===== src/rtl/sum_display_scanner.sv =====
// rtl/sum_display_scanner.sv - 32-bit sum snapshot shown 16 bits at a time on a 4-digit 7-segment display
//
// Purpose:
//   Captures the adder sum and carry-out. Shows one 16-bit page as four hex
//   digits on a common-anode display. The display is time-multiplexed:
//   one digit is enabled at a time.
//
// Parameters:
//   REFRESH_DIV  clk cycles per digit slot (>= 2)
//   PAGE_HOLD    complete scan frames per page in auto mode (>= 1)
//
// Ports:
//   clk        system clock, all logic on posedge
//   rst_n      synchronous active-low reset
//   sum        adder sum
//   cout       adder carry-out
//   load       level; snapshot sum/cout on every clk where load=1
//   auto_page  1 = pages alternate automatically every PAGE_HOLD frames
//   page_sel   manual page: 0 = sum[15:0], 1 = sum[31:16]
//   seg_n      active-low segments {g,f,e,d,c,b,a}
//   an_n       active-low anodes, an_n[0] = rightmost / least significant nibble
//   dp_n       active-low decimal point (carry indicator on digit 3 of page 1)
//   page_led   current page
//
// Optional feature (macro LEADING_ZERO_BLANK_EN):
//   When the macro is defined, digits above the most significant nonzero
//   nibble of the displayed page are blanked. Their anodes still scan.
//   Digit 0 is never blanked.

module sum_display_scanner #(
  parameter int REFRESH_DIV = 50000,
  parameter int PAGE_HOLD   = 1000
) (
  input  logic        clk,
  input  logic        rst_n,
  input  logic [31:0] sum,
  input  logic        cout,
  input  logic        load,
  input  logic        auto_page,
  input  logic        page_sel,
  output logic [6:0]  seg_n,
  output logic [3:0]  an_n,
  output logic        dp_n,
  output logic        page_led
);

  localparam int DIV_W = (REFRESH_DIV > 2) ? $clog2(REFRESH_DIV) : 1;
  localparam int FRM_W = (PAGE_HOLD > 1) ? $clog2(PAGE_HOLD) : 1;

  localparam logic [DIV_W-1:0] DIV_LAST = DIV_W'(REFRESH_DIV - 1);
  localparam logic [FRM_W-1:0] FRM_LAST = FRM_W'(PAGE_HOLD - 1);

  // State
  logic [31:0]      snap_q, snap_d;
  logic             snap_cout_q, snap_cout_d;
  logic             page_q, page_d;
  logic [1:0]       digit_q, digit_d;
  logic [DIV_W-1:0] div_q, div_d;
  logic [FRM_W-1:0] frame_q, frame_d;

  // Registered display outputs
  logic [6:0]       seg_n_q, seg_n_d;
  logic [3:0]       an_n_q, an_n_d;
  logic             dp_n_q, dp_n_d;

  // Decode helpers
  logic             div_wrap;
  logic             frame_end;
  logic [15:0]      page_nibs;
  logic [3:0]       nib;
`ifdef LEADING_ZERO_BLANK_EN
  logic             lz_blank;
`endif

  function automatic logic [6:0] hex_glyph(input logic [3:0] v);
    logic [6:0] g;
    case (v)
      4'h0:    g = 7'b1000000;
      4'h1:    g = 7'b1111001;
      4'h2:    g = 7'b0100100;
      4'h3:    g = 7'b0110000;
      4'h4:    g = 7'b0011001;
      4'h5:    g = 7'b0010010;
      4'h6:    g = 7'b0000010;
      4'h7:    g = 7'b1111000;
      4'h8:    g = 7'b0000000;
      4'h9:    g = 7'b0010000;
      4'hA:    g = 7'b0001000;
      4'hB:    g = 7'b0000011;
      4'hC:    g = 7'b1000110;
      4'hD:    g = 7'b0100001;
      4'hE:    g = 7'b0000110;
      default: g = 7'b0001110;
    endcase
    return g;
  endfunction

  always_comb begin
    // Scan timing
    div_wrap  = (div_q == DIV_LAST);
    frame_end = div_wrap && (digit_q == 2'd3);
    div_d     = div_wrap ? '0 : div_q + 1'b1;
    digit_d   = div_wrap ? digit_q + 2'd1 : digit_q;

    // The page may change only at a frame boundary. This keeps one frame
    // from mixing digits of the two halves.
    frame_d = frame_q;
    page_d  = page_q;
    if (frame_end) begin
      if (auto_page) begin
        if (frame_q == FRM_LAST) begin
          frame_d = '0;
          page_d  = ~page_q;
        end else begin
          frame_d = frame_q + 1'b1;
        end
      end else begin
        frame_d = '0;
        page_d  = page_sel;
      end
    end

    // Snapshot
    snap_d      = load ? sum  : snap_q;
    snap_cout_d = load ? cout : snap_cout_q;

    // Digit decode. Registered outputs are computed from the current state.
    page_nibs = page_q ? snap_q[31:16] : snap_q[15:0];
    nib       = page_nibs[{digit_q, 2'b00} +: 4];

    // All anodes are off for the first cycle of each slot. This stops the
    // previous digit's segments from ghosting onto the next anode.
    an_n_d  = (div_q == '0) ? 4'b1111 : ~(4'b0001 << digit_q);
    seg_n_d = hex_glyph(nib);
`ifdef LEADING_ZERO_BLANK_EN
    // The digit is a leading zero when it and every nibble above it are zero.
    lz_blank = (digit_q != 2'd0) && ((page_nibs >> {digit_q, 2'b00}) == 16'd0);
    if (lz_blank) begin
      seg_n_d = 7'b1111111;
    end
`endif
    dp_n_d = ~((digit_q == 2'd3) && page_q && snap_cout_q);
  end

  always_ff @(posedge clk) begin
    if (!rst_n) begin
      snap_q      <= '0;
      snap_cout_q <= 1'b0;
      page_q      <= 1'b0;
      digit_q     <= 2'd0;
      div_q       <= '0;
      frame_q     <= '0;
      seg_n_q     <= 7'b1111111;
      an_n_q      <= 4'b1111;
      dp_n_q      <= 1'b1;
    end else begin
      snap_q      <= snap_d;
      snap_cout_q <= snap_cout_d;
      page_q      <= page_d;
      digit_q     <= digit_d;
      div_q       <= div_d;
      frame_q     <= frame_d;
      seg_n_q     <= seg_n_d;
      an_n_q      <= an_n_d;
      dp_n_q      <= dp_n_d;
    end
  end

  assign seg_n    = seg_n_q;
  assign an_n     = an_n_q;
  assign dp_n     = dp_n_q;
  assign page_led = page_q;

endmodule


===== config.mk =====
export PLATFORM = sky130hd
export DESIGN_NAME = sum_display_scanner
export DESIGN_NICKNAME = d
export VERILOG_FILES = /design/src/rtl/sum_display_scanner.sv
export SDC_FILE = /design/constraint.sdc
export NUM_CORES = 1
export LEC_CHECK = 0
export ABC_AREA = 1
export CAP_MARGIN = 25
export CORE_MARGIN = 5
export CORE_UTILIZATION = 39
export DETAILED_ROUTE_END_ITERATION = 8
export MAX_ROUTING_LAYER = met4
export PLACE_DENSITY_LB_ADDON = 0.1
export SYNTH_ARGS = -nofsm -noshare
export SYNTH_HDL_FRONTEND = slang
export SYNTH_SLANG_ARGS = --single-unit

===== constraint.sdc =====
create_clock -name clk -period 5.4 [get_ports clk]
set_input_delay 1.62 -clock clk [delete_from_list [all_inputs] [get_ports clk]]
set_output_delay 1.62 -clock clk [all_outputs]
set_load 0.03 [all_outputs]

## Word level (Yosys, flattened, before mapping)

Memory sizes are Yosys's and may differ from the RTL's. A register that Yosys moved wholly into a read port is not among the register bits.
Cells that the tools add are included.

| storage, ports and cells | value |
|---|---|
| register bits after elaboration | 67 |
| latch bits | 0 |
| memory bits (writable) | 0 |
| ROM bits | 112 |
| output and inout port bits | 13 |
| memories kept | 1 |

| cells by class | value |
|---|---|
| add/subtract/negate cells | 3 |
| $mul | 0 |
| div/mod/pow operators | 0 |
| $lt $le $gt $ge | 0 |
| equality and inequality tests | 4 |
| shifts and indexed selects | 2 |
| mux-type cells | 5 |
| bitwise logic cells | 4 |
| reductions and logical operators | 8 |

Memory list:

| memory | depth | bits a word | read ports | clocked after Yosys merged registers in | write ports | line | RTL |
|---|---|---|---|---|---|---|---|
| (no name shown) | 16 | 7 | 1 | 1 | 0 | 77 | `case (v)` |

Operator list:

| cell | count |
|---|---|
| two-way mux 10 bit | 2 |
| adder 16 x 1 -> 16 bit, second input constant | 1 |
| equality test 16 bit, second input constant | 1 |
| logical NOT 16 bit | 1 |
| two-way mux 16 bit | 1 |
| variable part select 16 x 5 -> 4 bit | 1 |
| adder 10 x 1 -> 10 bit, second input constant | 1 |
| equality test 10 bit, second input constant | 1 |
| NOT 4 bit | 1 |
| OR reduction 2 bit | 2 |
| left shift 1 x 2 -> 4 bit, first input constant | 1 |
| logical AND 1 bit | 3 |
| NOT 1 bit | 3 |
| adder 2 x 1 -> 2 bit, second input constant | 1 |
| equality test 2 bit, second input constant | 1 |
| two-way mux 1 bit | 2 |
| != test 2 x 1 -> 1 bit, second input constant | 1 |
| AND reduction 2 bit | 1 |
| logical NOT 1 bit | 1 |

## Longest topological paths before layout

Gate-level depths: netlist of the first run.

| logic depth | value |
|---|---|
| depth after elaboration | 4 |
| gate-level depth with buffers | 13 |
| depth with buffers taken out | 11 |

## Worst setup path before layout of the first run

OpenSTA, ideal clock, no wires.

| timing | value |
|---|---|
| kind | input-to-reg |
| start point | input load |
| end point | register snap_q[23] |
| data arrival time | 2.109 ns |
| required time | 5.284 ns |
| path slack | 3.175 ns |
| stages on the path | 4 |
| buffers on the path | 1 |
| cell sequence | clkinv_1 clkbuf_1 nor2_1 nor2_1 |

RTL lines:

| what | line | RTL |
|---|---|---|
| start: declaration | 38 | `input logic load,` |
| end signal: assignment | 157 | `snap_q <= snap_d;` |
| end: declaration | 54 | `logic [31:0] snap_q, snap_d;` |

==> impl_metrics.json, run 1 <==
{
  "status": "finished clean",
  "drv_cap": 0,
  "final-max-slew-violation-count": 0,
  "postRouteWirelength_um": 8270,
  "fp.dieW_um": 107,
  "critical_path_class": "in -> reg",
  "drc": 0,
  "hp-class": "reg -> reg",
  "grt_pass1_vias": 3116,
  "ioPinCount": 51,
  "p_leak_nw": 1.82,
  "relSlewSlack_pct": 41.3,
  "clockRootBuffer": "clkbuf_8",
  "power_switching_uw": 279,
  "setup_violations": 0,
  "yosys_register_bits": 74,
  "tritoncts": "done",
  "skew_ps": 8.50,
  "p_seq_share_pct": 51.9,
  "synthCells": 514,
  "min_period_ps": 3510,
  "p_clk_share_pct": 36.4,
  "syn_to_final_growth_pct": 20.7,
  "pwr_density_cell_nw_per_um2": 254,
  "vias": 3315,
  "grt_antenna_before_repair": 0,
  "required_ps": 5640,
  "port_buffers": 50,
  "clkSinkCount": 74,
  "final_hold_viol_count": 0,
  "cts_resized": 0,
  "p_int_uw": 844,
  "syn_area_um2": 3660,
  "cp-end-kind": "flip-flop",
  "comb_power_share_pct": 11.7,
  "post-cts-setup-buffers": 0,
  "overflow": 0,
  "track_usage_pct": 15.7,
  "power_mw": 1.12,
  "cts_buffers": 9,
  "fin_tns_setup_ps": 0,
  "die_y_um": 107,
  "viasPerCell": 4.90,
  "swShare_pct": 24.9,
  "yosysWarningCount": 0,
  "coreArea_um2": 9200,
  "peakVddDrop_mv": 0.151,
  "worstSkewPairLatency_ps": 340,
  "worstMarginPinSlew_ps": 878,
  "dr.pass1.iters": 4,
  "period_share_pct": 65.0,
  "synthesis.nets": 564,
  "yosysSeqAreaShare_pct": 40.4,
  "cts_max_level": 3,
  "holdBufCountCts": 0,
  "final_nets": 611,
  "dp_hpwl_um": 6070,
  "fin_util_pct": 48.1,
  "drive_gt1_share_pct": 9.19,
  "fmax_mhz": 285,
  "design.die.area_um2": 11400,
  "grt_pass1_wl_um": 14100,
  "postSynthAreaPerCell_um2": 7.13,
  "grt_max_degree": 32,
  "cp.arrival_ps": 3750,
  "cp-start-kind": "primary input",
  "ys_types": 41,
  "num_rows": 35,
  "wire_per_inst_um": 12.2,
  "start_util_pct": 39.8,
  "antennaDiodeCount": 0,
  "fillers": 951,
  "drt_iter0_markers": 136,
  "place.gp.congestion": 0.847,
  "cp_max_fo": 31,
  "clk_pin_slew_ps": 80,
  "ant_nets": 0,
  "clockBufferDepth": 2,
  "rsz0062_at_grt": "false"
}
critical path, cell delays in order:
cell and delay, ps:
clkdlybuf4s50_1 1050, clkinv_1 530, buf_4 360, nor2_1 130
nor2_1 60
Yosys cell counts, drive strengths merged:
master	count	area, um2
a31o	1	8.76
a211oi	1	7.51
nand4	10	62.6
mux2	1	11.3
xor2	2	17.5
o21bai	3	22.5
or2	3	18.8
a31oi	1	6.26
inv	43	164
buf	6	41.3
clkinv	2	8.75
nor3	13	92.6
a21oi	18	90.1
ha	12	150
dfxtp	74	1480
o21ai	52	268
nand2	83	349
nand3	41	255
nor3b	3	27.5
nor2	133	529
clkbuf	11	42.5
xnor2	1	8.76
state kept, by name, summed over array words and instances (netlist names):
register and cells:
snap_q 32, div_q 16, frame_q 10, seg_n 7, an_n 4, digit_q 2, dp_n 1, page_led 1
snap_cout_q 1
power groups by stage:
stage	logic [mW]	registers (mW)	clock network (mW)
global route	0.148	0.585	0.449
detailed placement	0.132	0.595	0
global placement	0.132	0.595	0
CTS	0.133	0.583	0.426
floorplan	0.0649	0.604	0
finish	0.131	0.582	0.409
final timing paths:
path | start | to | slack [ps] | depth (start not counted)
worst min-delay path | snap_cout_q | dp_n | 440 | 1
worst max-delay path | load | snap_q[17] | 1890 | 5
worst max register to register | page_led | seg_n[3] | 3300 | 11
worst min register to register | snap_cout_q | dp_n | 440 | 1
stage by stage:
stage	setup WS, ps	hold WS, ps	area (um2)	std cells
after detailed placement	1520	417	4240	661
after global placement	1540	420	4240	661
final	1890	439	4420	677
after global routing	1650	480	4420	677
after CTS	1890	443	4420	677
after floorplan	3170	381	3660	514
area by class of cell:
| cell class | instances | area, um2 | share of cell area (%) |
|---|---|---|---|
| inverters | 45 | 173 | 3.91 |
| multi-input cells | 378 | 1930 | 43.6 |
| well taps | 111 | 139 | 3.14 |
| clock inverters | 3 | 40.0 | 0.906 |
| flip-flops and latches | 74 | 1480 | 33.5 |
| repair buffers | 53 | 523 | 11.8 |
| clock buffers | 13 | 139 | 3.14 |
routing by layer:
layer	part of all wire (%)	GRT usage, %
met2	49	26.0
met5	0	-
met4	0.65	3.29
met1	46	19.1
met3	3.8	4.39
cell usage in the layout (no fill, tap or decap), types with 4 or more instances in the layout:
cell type / n
a21oi_1: 18
clkbuf_1: 4
clkbuf_8: 9
clkdlybuf4s50_1: 50
dfxtp_1: 74
ha_1: 12
inv_1: 38
inv_2: 4
nand2_1: 74
nand2_2: 6
nand3_1: 34
nand3_2: 5
nand4_1: 10
nor2_1: 127
nor3_1: 10
o21ai_0: 45
o21ai_1: 5
kinds of logic after synthesis:
logic type      synth area share, %
simple gates                   36.4
compound gates                 11.0
fa+ha+maj                      4.10
mux                           0.307
buf+inv                        7.00
xor+xnor                      0.717
flops                          40.4
Note: power is estimated with default switching activity, not from simulation.
==> inputs of run 2 (changes only) <==
==> constraint.sdc (replaced) <==
create_clock -name clk -period 3.1 [get_ports clk]
set_input_delay 0.93 -clock clk [delete_from_list [all_inputs] [get_ports clk]]
set_output_delay 0.93 -clock clk [all_outputs]
set_load 0.03 [all_outputs]
==> impl_metrics.json, run 2 (synthesis results as in run 1) <==
{
  "required_ps": 2170,
  "grt_pass1_wl_um": 14600,
  "largestRegisters": "snap_q: 32 flops, div_q: 16 flops, frame_q: 10 flops",
  "min_period_ps": 2450,
  "mostFrequentLayoutCells": "nor2_1 (127), nand2_1 (74), dfxtp_1 (74)",
  "status": "finished clean",
  "clockRootBuffer": "clkbuf_8",
  "place.gp.congestion": 0.861,
  "finalWorstSetupSlack_ps": 655,
  "drive_gt1_share_pct": 10.0,
  "period_share_pct": 78.9,
  "die_y_um": 107,
  "viasPerCell": 4.86,
  "hold_path_end": "dp_n",
  "port_buffers": 50,
  "hp-class": "reg -> reg",
  "multi_input_area_um2": 1930,
  "hold_path_depth": 1,
  "antennaDiodeCount": 0,
  "drc": 0,
  "wire_per_inst_um": 12.5,
  "crit_cells": 1,
  "dr.pass1.iters": 4,
  "fmax_mhz": 409,
  "overflow": 0,
  "cp-start-kind": "flip-flop",
  "worstMarginPinSlew_ps": 445,
  "worstSkewPairLatency_ps": 350,
  "cp.buffers_inverters": 1,
  "coreArea_um2": 9200,
  "drv_cap": 0,
  "clkSinkCount": 74,
  "cp.arrival_ps": 1520,
  "worstReg2RegEnd": "seg_n[1]",
  "power_mw": 2.18,
  "grt_antenna_before_repair": 0,
  "cpLargestDelayFamily": "buffers and inverters",
  "worstPathCellList": "clkdlybuf4s50_1",
  "cts_buffers": 9,
  "fillers": 950,
  "clk_pin_slew_ps": 70,
  "final_hold_viol_count": 0,
  "grt_max_degree": 37,
  "post-cts-setup-buffers": 0,
  "syn_to_final_growth_pct": 23.1,
  "rsz0062_at_grt": "false",
  "ant_nets": 0,
  "cts_resized": 0,
  "clockBufferDepth": 2,
  "vias": 3299,
  "final_nets": 613,
  "design.die.area_um2": 11400,
  "track_usage_pct": 16.2,
  "pwr_density_cell_nw_per_um2": 484,
  "place_ws_ps": 743,
  "fp.dieW_um": 107,
  "cp-end-kind": "output port",
  "largest_register_ff_count": 32,
  "fin_tns_setup_ps": 0,
  "final-max-slew-violation-count": 0,
  "p_leak_nw": 1.87,
  "postRouteWirelength_um": 8500,
  "grt_util_met1_pct": 19.7,
  "regArea_um2": 1480,
  "slowest_delay_ps": 720,
  "cp_max_fo": 5,
  "setup_violations": 0,
  "final_common_cell": "nor2_1",
  "drt_iter0_markers": 163,
  "grt.busiest_layer": "met2",
  "r2r_slack_ps": 1050,
  "holdBufCountCts": 0,
  "skew_ps": 13.1,
  "dp_hpwl_um": 6410,
  "crit_path_top_delay_cell": "clkdlybuf4s50_1",
  "start_util_pct": 39.8,
  "num_rows": 35,
  "use_met2_pct": 27.3,
  "relSlewSlack_pct": 70.3,
  "peakVddDrop_mv": 0.260,
  "grt_pass1_vias": 3180,
  "ioPinCount": 51,
  "critical_path_class": "reg -> out",
  "use_met3_pct": 4.46,
  "finalNonFillerCells": 679,
  "tritoncts": "done",
  "dp_cells": 663,
  "r2r_start": "digit_q[0]",
  "rr_worst_depth": 10,
  "worstHoldStart": "snap_cout_q",
  "cts_max_level": 3,
  "regMostFlops": "snap_q"
}
==> run 2: cell count changes in the layout (fill, tap and decap cells not counted), sizes merged <==
cell / before / now
bufinv: 1 / 3
clkinvlp: 0 / 1
clkinv: 4 / 2
buf: 3 / 5
clkbuf: 13 / 12
==> run 2: routing by layer <==
metal | routed length (um) | part of all wire, % | vias to the layer above
met2 | 4190 | 49 | 58
met5 | 0 | 0 | -
met1 | 3940 | 46 | 1474
met3 | 306 | 3.6 | 7
met4 | 67 | 0.79 | 0
li1 | - | - | 1760
==> run 2: layout make-up <==
type / count / area share (%)
multi-input combinational: 378 / 42.7
sequential: 74 / 32.9
timing repair buffer: 55 / 11.9
inverter: 45 / 3.83
clock buffer: 12 / 3.44
tap: 111 / 3.08
clock inverter: 4 / 2.16
==> run 2: through the flow <==
| step | util, % | cell area (um2) | hold WS (ps) |
|---|---|---|---|
| 2_1_floorplan | - | 3660 | 381 |
| 3_3_place_gp | 46.3 | 4260 | 411 |
| 3_5_place_dp | 46.3 | 4260 | 411 |
| 4_1_cts | 49.0 | 4510 | 430 |
| 5_1_grt | 49.0 | 4510 | 456 |
| 6_report | 49.0 | 4510 | 437 |
==> run 2: where the power goes <==
group | leakage, nW | total [mW] | internal (mW) | switching [mW]
Combinational | 1.13 | 0.232 | 0.106 | 0.125
Sequential | 0.608 | 1.01 | 0.993 | 0.0202
Clock | 0.123 | 0.938 | 0.579 | 0.358
Total | 1.87 | 2.18 | 1.68 | 0.504
==> run 2: worst max-delay path by stage <==
stage / from / to
finish: page_led / page_led
global route: page_led / page_led
CTS: page_led / page_led
detailed placement: rst_n / div_q[8]
global placement: rst_n / div_q[8]
floorplan: page_led / seg_n[3]
==> inputs of run 3 (changes only) <==
==> constraint.sdc (replaced) <==
create_clock -name clk -period 2.46 [get_ports clk]
set_input_delay 0.738 -clock clk [delete_from_list [all_inputs] [get_ports clk]]
set_output_delay 0.738 -clock clk [all_outputs]
set_load 0.03 [all_outputs]
==> impl_metrics.json, run 3 (synthesis results as in run 1) <==
{
  "status": "finished clean",
  "cp_max_fo": 8,
  "worstSkewPairLatency_ps": 350,
  "clkSinkCount": 74,
  "mostFrequentLayoutCells": "nor2_1 (127), nand2_1 (74), dfxtp_1 (74)",
  "p_int_mw": 1.77,
  "drt_iter0_markers": 134,
  "critical_path_class": "reg -> out",
  "comb_power_share_pct": 11.8,
  "cp.buffers_inverters": 1,
  "peakVddDrop_mv": 0.420,
  "crit_start": "page_led",
  "regArea_um2": 1480,
  "cts_max_level": 3,
  "worstPathCellList": "clkdlybuf4s50_1",
  "pwr_density_cell_nw_per_um2": 554,
  "tritoncts": "done",
  "grt_pass1_wl_um": 14500,
  "vias": 3279,
  "postRouteWirelength_um": 8500,
  "die_y_um": 107,
  "setup_violations": 0,
  "worstHoldStart": "snap_cout_q",
  "p_leak_nw": 1.84,
  "holdBufCountCts": 0,
  "cp-end-kind": "output port",
  "ant_nets": 0,
  "hp-class": "reg -> reg",
  "finalWorstSetupSlack_ps": 123,
  "coreArea_um2": 9200,
  "grt_pass1_vias": 3224,
  "worstMarginPinSlew_ps": 352,
  "drc": 0,
  "largestRegisters": "snap_q: 32 flops, div_q: 16 flops, frame_q: 10 flops",
  "rsz0062_at_grt": "false",
  "final_common_cell": "nor2_1",
  "port_buffers": 50,
  "fmax_mhz": 428,
  "skew_ps": 17.7,
  "grt_max_degree": 31,
  "cts_buffers": 9,
  "regMostFlops": "snap_q",
  "place.gp.congestion": 0.863,
  "antennaDiodeCount": 0,
  "r2r_start": "page_led",
  "swShare_pct": 28.4,
  "drv_cap": 0,
  "track_usage_pct": 15.9,
  "clockBufferDepth": 2,
  "min_period_ps": 2340,
  "dr.pass1.iters": 4,
  "num_rows": 35,
  "required_ps": 1720,
  "relSlewSlack_pct": 76.5,
  "grt_antenna_before_repair": 0,
  "fp.dieW_um": 107,
  "dp_hpwl_um": 6460,
  "cp-start-kind": "flip-flop",
  "cpLargestDelayFamily": "buffers and inverters",
  "final_nets": 616,
  "viasPerCell": 4.81,
  "syn_to_final_growth_pct": 21.8,
  "cp.arrival_ps": 1600,
  "clk_pin_slew_ps": 90,
  "wire_per_inst_um": 12.5,
  "drive_gt1_share_pct": 10.7,
  "place_ws_ps": 424,
  "slowest_delay_ps": 760,
  "fin_tns_setup_ps": 0,
  "p_clk_share_pct": 36.4,
  "multi_input_area_um2": 1930,
  "cts_resized": 0,
  "post-cts-setup-buffers": 0,
  "clockRootBuffer": "clkbuf_8",
  "period_share_pct": 95.0,
  "largest_register_ff_count": 32,
  "start_util_pct": 39.8,
  "p_seq_share_pct": 51.8,
  "fillers": 961,
  "final_hold_viol_count": 0,
  "overflow": 0,
  "design.die.area_um2": 11400,
  "ioPinCount": 51,
  "final-max-slew-violation-count": 0,
  "crit_path_top_delay_cell": "clkdlybuf4s50_1",
  "power_switching_uw": 703
}
[run 3: area by class of cell]
class                      instances  share of cell area, %
multi-input combinational        378                   43.1
sequential                        74                   33.2
timing repair buffer              58                   12.6
inverter                          45                   3.87
tap                              111                   3.11
clock buffer                       9                   2.78
clock inverter                     7                   1.35
[run 3: worst paths after layout]
kind | slack, ps | depth (start not counted) | end
setup / recovery | 120 | 1 | page_led
hold / removal | 460 | 1 | dp_n
setup reg to reg | 480 | 11 | seg_n[1]
hold reg to reg | 460 | 1 | dp_n
[run 3: power by group through the flow]
| stage | Clock [mW] | Combinational, mW | Sequential [mW] |
|---|---|---|---|
| after floorplan | 0 | 0.142 | 1.32 |
| after global placement | 0 | 0.294 | 1.31 |
| after detailed placement | 0 | 0.295 | 1.31 |
| after CTS | 0.933 | 0.296 | 1.28 |
| after global routing | 0.977 | 0.329 | 1.29 |
| final | 0.899 | 0.292 | 1.28 |
[run 3: through the flow]
stage	hold slack [ps]	util, %	instance area, um2	std cells	total power [mW]
2_1_floorplan	381	-	3660	514	1.47
6_report	457	48.5	4460	682	2.47
4_1_cts	450	48.5	4460	682	2.51
5_1_grt	470	48.5	4460	682	2.59
3_3_place_gp	436	46.5	4280	666	1.61
3_5_place_dp	432	46.5	4280	666	1.61
[run 3: metal layers]
metal  up-vias  track usage [%]  share of wire [%]
li1       1767                -                  -
met1      1433             20.0                 49
met2        67             25.9                 46
met3        12             4.15                3.3
met4         0             3.84                1.5
met5         -                -                  0
